===== src/rtl/dual_sync_ram_pkg.sv =====
// Shared types, defaults and helpers for the dual_sync_ram_clr storage block.
//   ram_state_t : clear-sequencer states (CLEAR while zeroing, RUN for normal access)
//   WIDTH_DEF / DEPTH_DEF : default word width and depth
//   be_merge()  : byte-lane merge of a new word over an old word
package dual_sync_ram_pkg;

  typedef enum logic [0:0] {CLEAR, RUN} ram_state_t;

  localparam int unsigned WIDTH_DEF = 16;
  localparam int unsigned DEPTH_DEF = 8;

  // be_merge works on a fixed maximum width so any WIDTH up to MaxWidth can share it;
  // callers zero-extend their operands and take the low WIDTH bits of the result.
  localparam int unsigned MaxWidth = 256;
  localparam int unsigned MaxBytes = MaxWidth / 8;

  function automatic logic [MaxWidth-1:0] be_merge(input logic [MaxWidth-1:0] old_word,
                                                   input logic [MaxWidth-1:0] new_word,
                                                   input logic [MaxBytes-1:0] be);
    logic [MaxWidth-1:0] merged;
    merged = old_word;
    for (int i = 0; i < int'(MaxBytes); i++) begin
      if (be[i]) begin
        merged[8*i +: 8] = new_word[8*i +: 8];
      end
    end
    return merged;
  endfunction

endpackage


===== src/rtl/dsram_clr_seq.sv =====
// Clear sequencer for dual_sync_ram_clr.
// After reset it walks every address once, requesting a zero write per cycle, then
// parks in RUN. Reset mid-walk restarts from address 0.
// Ports:
//   clk      : clock, posedge
//   rst      : synchronous active-high reset
//   busy     : sequencer in CLEAR; the RAM ignores port requests
//   clr_we   : zero-write request for clr_addr this cycle
//   clr_addr : address being cleared
module dsram_clr_seq
  import dual_sync_ram_pkg::*;
#(
  parameter int unsigned DEPTH  = DEPTH_DEF,
  parameter int unsigned ADDR_W = 3
) (
  input  logic              clk,
  input  logic              rst,
  output logic              busy,
  output logic              clr_we,
  output logic [ADDR_W-1:0] clr_addr
);

  localparam logic [ADDR_W-1:0] LastPtr = ADDR_W'(DEPTH - 1);

  ram_state_t        state_q, state_d;
  logic [ADDR_W-1:0] clr_ptr_q, clr_ptr_d;

  always_comb begin
    state_d   = state_q;
    clr_ptr_d = clr_ptr_q;
    unique case (state_q)
      CLEAR: begin
        if (clr_ptr_q == LastPtr) begin
          state_d   = RUN;
          clr_ptr_d = '0;
        end else begin
          clr_ptr_d = clr_ptr_q + 1'b1;
        end
      end
      RUN: begin
        state_d = RUN;
      end
    endcase
  end

  always_ff @(posedge clk) begin
    if (rst) begin
      state_q   <= CLEAR;
      clr_ptr_q <= '0;
    end else begin
      state_q   <= state_d;
      clr_ptr_q <= clr_ptr_d;
    end
  end

  assign busy     = (state_q == CLEAR);
  // Memory must stay untouched while reset is held.
  assign clr_we   = busy & ~rst;
  assign clr_addr = clr_ptr_q;

endmodule


===== src/rtl/dual_sync_ram_clr.sv =====
// Simple dual-port RAM (one write, one read port, single clock) with per-byte write
// enables, registered read with valid strobe, out-of-range protection and a
// post-reset hardware clear.
// Build option: define DUAL_SYNC_RAM_BYPASS_EN for write-first read-during-write
// (read of the address being written returns the merged word); otherwise read-first.
// Ports:
//   clk, rst          : clock and synchronous active-high reset
//   we, be, wr_addr, din : write request, byte enables, address, data
//   re, rd_addr       : read request and address
//   dout, rd_valid    : registered read data and one-cycle valid strobe
//   busy              : clear in progress; we/re ignored
// WIDTH must be a non-zero multiple of 8 and no larger than MaxWidth.
module dual_sync_ram_clr
  import dual_sync_ram_pkg::*;
#(
  parameter  int unsigned WIDTH  = WIDTH_DEF,
  parameter  int unsigned DEPTH  = DEPTH_DEF,
  localparam int unsigned ADDR_W = (DEPTH > 1) ? $clog2(DEPTH) : 1
) (
  input  logic                 clk,
  input  logic                 rst,
  input  logic                 we,
  input  logic [WIDTH/8-1:0]   be,
  input  logic [ADDR_W-1:0]    wr_addr,
  input  logic [WIDTH-1:0]     din,
  input  logic                 re,
  input  logic [ADDR_W-1:0]    rd_addr,
  output logic [WIDTH-1:0]     dout,
  output logic                 rd_valid,
  output logic                 busy
);

  localparam int unsigned       NumBytes = WIDTH / 8;
  localparam logic [ADDR_W:0]   DepthW   = (ADDR_W + 1)'(DEPTH);

`ifdef DUAL_SYNC_RAM_BYPASS_EN
  localparam bit Bypass = 1'b1;
`else
  localparam bit Bypass = 1'b0;
`endif

  logic [WIDTH-1:0] mem_q [DEPTH];

  logic              clr_we;
  logic [ADDR_W-1:0] clr_addr;

  logic              wr_in_range, rd_in_range, port_wr, rd_fire;
  logic [WIDTH-1:0]  old_word, merged, rd_word;
  logic [MaxWidth-1:0] old_ext, new_ext, merged_ext;
  logic [MaxBytes-1:0] be_ext;
  logic              unused_merged_ext;

  logic              mem_we;
  logic [ADDR_W-1:0] mem_waddr;
  logic [WIDTH-1:0]  mem_wdata;

  logic [WIDTH-1:0]  dout_q, dout_d;
  logic              rd_valid_q, rd_valid_d;

  dsram_clr_seq #(
    .DEPTH  (DEPTH),
    .ADDR_W (ADDR_W)
  ) u_clr_seq (
    .clk      (clk),
    .rst      (rst),
    .busy     (busy),
    .clr_we   (clr_we),
    .clr_addr (clr_addr)
  );

  // Write path: byte-merge the incoming data over the current word.
  always_comb begin
    wr_in_range = ({1'b0, wr_addr} < DepthW);
    old_word    = wr_in_range ? mem_q[wr_addr] : '0;
    old_ext     = '0;
    new_ext     = '0;
    be_ext      = '0;
    old_ext[WIDTH-1:0]   = old_word;
    new_ext[WIDTH-1:0]   = din;
    be_ext[NumBytes-1:0] = be;
    merged_ext  = be_merge(old_ext, new_ext, be_ext);
    merged      = merged_ext[WIDTH-1:0];
    port_wr     = we & ~busy & ~rst & wr_in_range & (|be);
  end

  // Upper lanes of the shared-width merge are intentionally discarded.
  assign unused_merged_ext = ^merged_ext;

  // The clear sequencer owns the write port while busy.
  always_comb begin
    mem_we    = 1'b0;
    mem_waddr = wr_addr;
    mem_wdata = merged;
    if (clr_we) begin
      mem_we    = 1'b1;
      mem_waddr = clr_addr;
      mem_wdata = '0;
    end else if (port_wr) begin
      mem_we    = 1'b1;
    end
  end

  always_ff @(posedge clk) begin
    if (mem_we) begin
      mem_q[mem_waddr] <= mem_wdata;
    end
  end

  // Read path.
  always_comb begin
    rd_in_range = ({1'b0, rd_addr} < DepthW);
    rd_fire     = re & ~busy;
    if (!rd_in_range) begin
      rd_word = '0;
    end else if (Bypass && port_wr && (wr_addr == rd_addr)) begin
      rd_word = merged;
    end else begin
      rd_word = mem_q[rd_addr];
    end
    dout_d     = dout_q;
    rd_valid_d = 1'b0;
    if (rd_fire) begin
      dout_d     = rd_word;
      rd_valid_d = 1'b1;
    end
  end

  always_ff @(posedge clk) begin
    if (rst) begin
      dout_q     <= '0;
      rd_valid_q <= 1'b0;
    end else begin
      dout_q     <= dout_d;
      rd_valid_q <= rd_valid_d;
    end
  end

  assign dout     = dout_q;
  assign rd_valid = rd_valid_q;

endmodule

===== config.mk =====
export PLATFORM = sky130hd
export DESIGN_NAME = dual_sync_ram_clr
export DESIGN_NICKNAME = d
export VERILOG_FILES = /design/src/rtl/dual_sync_ram_pkg.sv /design/src/rtl/dsram_clr_seq.sv /design/src/rtl/dual_sync_ram_clr.sv
export SDC_FILE = /design/constraint.sdc
export NUM_CORES = 1
export LEC_CHECK = 0
export ABC_AREA = 1
export CORE_ASPECT_RATIO = 0.75
export CORE_MARGIN = 8
export CORE_UTILIZATION = 55
export CTS_CLUSTER_SIZE = 10
export DETAILED_ROUTE_END_ITERATION = 10
export PLACE_DENSITY = 0.77
export SLEW_MARGIN = 10
export SYNTH_ARGS = -nofsm -noshare
export SYNTH_HDL_FRONTEND = slang
export SYNTH_SLANG_ARGS = --single-unit

===== constraint.sdc =====
create_clock -name clk -period 5.2 [get_ports clk]
set_input_delay 1.04 -clock clk [delete_from_list [all_inputs] [get_ports clk]]
set_output_delay 1.04 -clock clk [all_outputs]
set_load 0.01 [all_outputs]

==> impl_metrics.toml <==
[global_route]
grt_usage_pct = 22.8
grt_pass1_wl_microns = 32600
grt_max_degree = 65
antenna_found_initial = 1
first_global_vias = 6129
overflow = 0

[hold_path]
whs_path_depth = 2
min_to = "dout[6]$_SDFFE_PP0P_"
hp-start = "dout[6]$_SDFFE_PP0P_"
hp-class = "reg -> reg"

[die]
start_util_pct = 56.4
die_w_microns = 153
die_y_microns = 119
core_sq_mm = 0.0137
dieArea_sq_mm = 0.0182
fp-row-count = 37
ioPinCount = 46

[worst_setup_path]
critPathLaunch = "rst"
critPathCaptureType = "flop"
reg2reg_to = "mem_q[1][13]$_DFFE_PP_"
crit_path_max_fanout = 13
crit_type = "in -> reg"
reg2reg_from = "u_clr_seq.state_q$_SDFF_PP0_"
slowest_stage = "nor2_2"
rrSetupSlack_ns = 2.45
crit_required_ns = 5.31
start_kind = "input port"
cp_common_cell = "buf_4"
worstPathArrival_ns = 3.65
r2r_cells = 7
slowest_delay_ns = 0.59
cp_cell_sequence = "clkdlybuf4s50_1 > nor2_2 > buf_4 > o21ai_1 > inv_1 > nand2_1 > nor2_1 > buf_4"

[pwr]
ir_drop_uv = 234
p_int_mw = 2.21
powerDensity_mw_per_mm2 = 331
p_comb_share_pct = 11.1
pwr-share-clk_pct = 41.9
swShare_pct = 24.8
p_leak_nw = 4.04
power_frac_seq_pct = 47.0
p_sw_mw = 0.728
power.total_mw = 2.94

[logic_synthesis]
ys_warn_count = 0
syn_nets = 989
avgSynthCellArea_sq_um = 8.09
yosys.cell_types.count = 22
synthCells = 959
ys_ff_latch = 149
syn_area_sq_mm = 0.00776
ys_seq_area_share_pct = 54.9

[timing]
tightest_slew_ns = 1.24
final.setup_skew_ns = 0.0107
period_share_pct = 68.1
setup_viol = 0
tns_ns = 0
drv_slew = 0
hold_slack_ns = 0.539
rsz0062_at_grt = "no"
fmax_mhz = 282
hold_violations = 0
finalCriticalPeriod_ns = 3.54
max_slew_margin_pct = 17.5

[placed_design]
place_area_sq_mm = 0.00827
portBuffers = 45
post-dp-hpwl_microns = 12100
place_congestion = 0.815

[cts]
clk_latency_ns = 0.42
post_cts_resized = 0
clock-sinks = 149
root_buffer = "clkbuf_16"
cts_hold_buffers = 0
cts_inserted_buffers = 17
cts_buffer_depth = 2
path_clk_slew_ns = 0.06
cts_setup_buffers = 0
cts_max_level = 4
cts_tree = "done"

[detailed_routing]
viasPerCell = 5.58
drt-wirelength-per-cell_microns = 17.5
drt_iter0_drc = 840
wirelength_microns = 20700
dr_total_vias = 6579
drc_errors = 0
drtPass1Iterations = 6
postRouteAntennaNets = 0

[layout]
ff_latch_area_sq_mm = 0.00426
insertedDiodeCount = 0
drive_above_1_share_pct = 5.98
area_growth_pct = 14.2
final_net_count = 1021
fill_cells = 1157
post-route-util_pct = 64.4
final_area_sq_mm = 0.00886
multi_input_area_sq_mm = 0.00258

[run_status]
status = "finished clean"

[job]
max_cap_violations = 0
-- power by group through the flow --
stage / combinational [mW] / sequential, mW / clock [mW]
after floorplan: 0.213 / 1.40 / 0
after global placement: 0.312 / 1.40 / 0
after detailed placement: 0.317 / 1.40 / 0
after CTS: 0.320 / 1.38 / 1.23
after global routing: 0.359 / 1.38 / 1.29
final: 0.327 / 1.38 / 1.23
-- synthesized netlist by cell type --
cell | count | area (sq um)
nand2_1 | 299 | 1120
nand3_1 | 208 | 1040
inv_1 | 154 | 578
edfxtp_1 | 128 | 3840
nor2_1 | 46 | 173
buf_2 | 32 | 160
dfxtp_1 | 21 | 420
o21ai_0 | 18 | 90.1
a21oi_1 | 17 | 85.1
buf_4 | 9 | 67.6
clkbuf_1 | 7 | 26.3
buf_6 | 5 | 56.3
clkinv_1 | 3 | 11.3
ha_1 | 2 | 25.0
inv_2 | 2 | 7.51
nand2_2 | 2 | 12.5
a211oi_1 | 1 | 7.51
a31o_2 | 1 | 8.76
clkbuf_2 | 1 | 5.00
nor2_2 | 1 | 6.26
o21ai_1 | 1 | 5.00
o21ai_2 | 1 | 8.76
-- routing by layer --
| layer | vias to the layer above | part of all wire (%) | GRT usage [%] |
|---|---|---|---|
| li1 | 3130 | - | - |
| met1 | 2981 | 41 | 30.9 |
| met2 | 422 | 44 | 35.1 |
| met3 | 44 | 13 | 5.89 |
| met4 | 2 | 2.1 | 8.20 |
| met5 | - | 0.063 | 0 |
-- layout by cell type, fill, tap and decap left out, drive strengths merged, types with 3 or more instances in the layout --
cell	n
nand3	208
clkbuf	18
dfxtp	21
o21ai	20
clkinv	8
nand2	301
bufinv	3
clkdlybuf4s50	43
inv	156
nor2	47
edfxtp	128
a21oi	17
buf	24
clkinvlp	6
-- state kept, by name (all words and copies together), names as in the netlist --
name and count:
dout 16, mem_q 128, rd_valid 1, u_clr_seq.clr_addr 3, u_clr_seq.state_q 1
-- cells by family after synthesis --
kind of cell	after synthesis	share of synthesized area, %
simple gates	556	30.3
compound gates	39	2.64
fa+ha+maj	2	0.322
flops	149	54.9
buf+inv	213	11.8
-- critical path: cells and delay by family --
family | cells | cell delay, ns
AND/OR/NAND/NOR | 3 | 1.20
buffers and inverters | 4 | 1.28
AO/OA/AOI/OAI | 1 | 0.12
-- cell type report --
class	instances	share of cell area, %
multi-input combinational	597	29.2
clock buffer	18	4.84
sequential	149	48.1
timing repair buffer	67	6.83
inverter	159	6.74
tap	175	2.47
clock inverter	14	1.82
-- stage by stage --
step                setup slack (ns)  std cells
finish                          1.66       1179
floorplan                       2.47        959
global placement                1.39       1147
global route                    1.49       1179
CTS                             1.71       1179
detailed placement              1.30       1147
-- worst max-delay path by stage --
stage | endpoint | slack [ns] | cells after the start
global placement | mem_q[3][4]$_DFFE_PP_ | 1.39 | 7
finish | mem_q[1][13]$_DFFE_PP_ | 1.66 | 8
CTS | mem_q[1][13]$_DFFE_PP_ | 1.71 | 8
detailed placement | mem_q[1][13]$_DFFE_PP_ | 1.30 | 8
global route | mem_q[1][6]$_DFFE_PP_ | 1.49 | 8
floorplan | mem_q[7][0]$_DFFE_PP_ | 2.47 | 5
No activity file was read; power rests on OpenSTA's default activity.
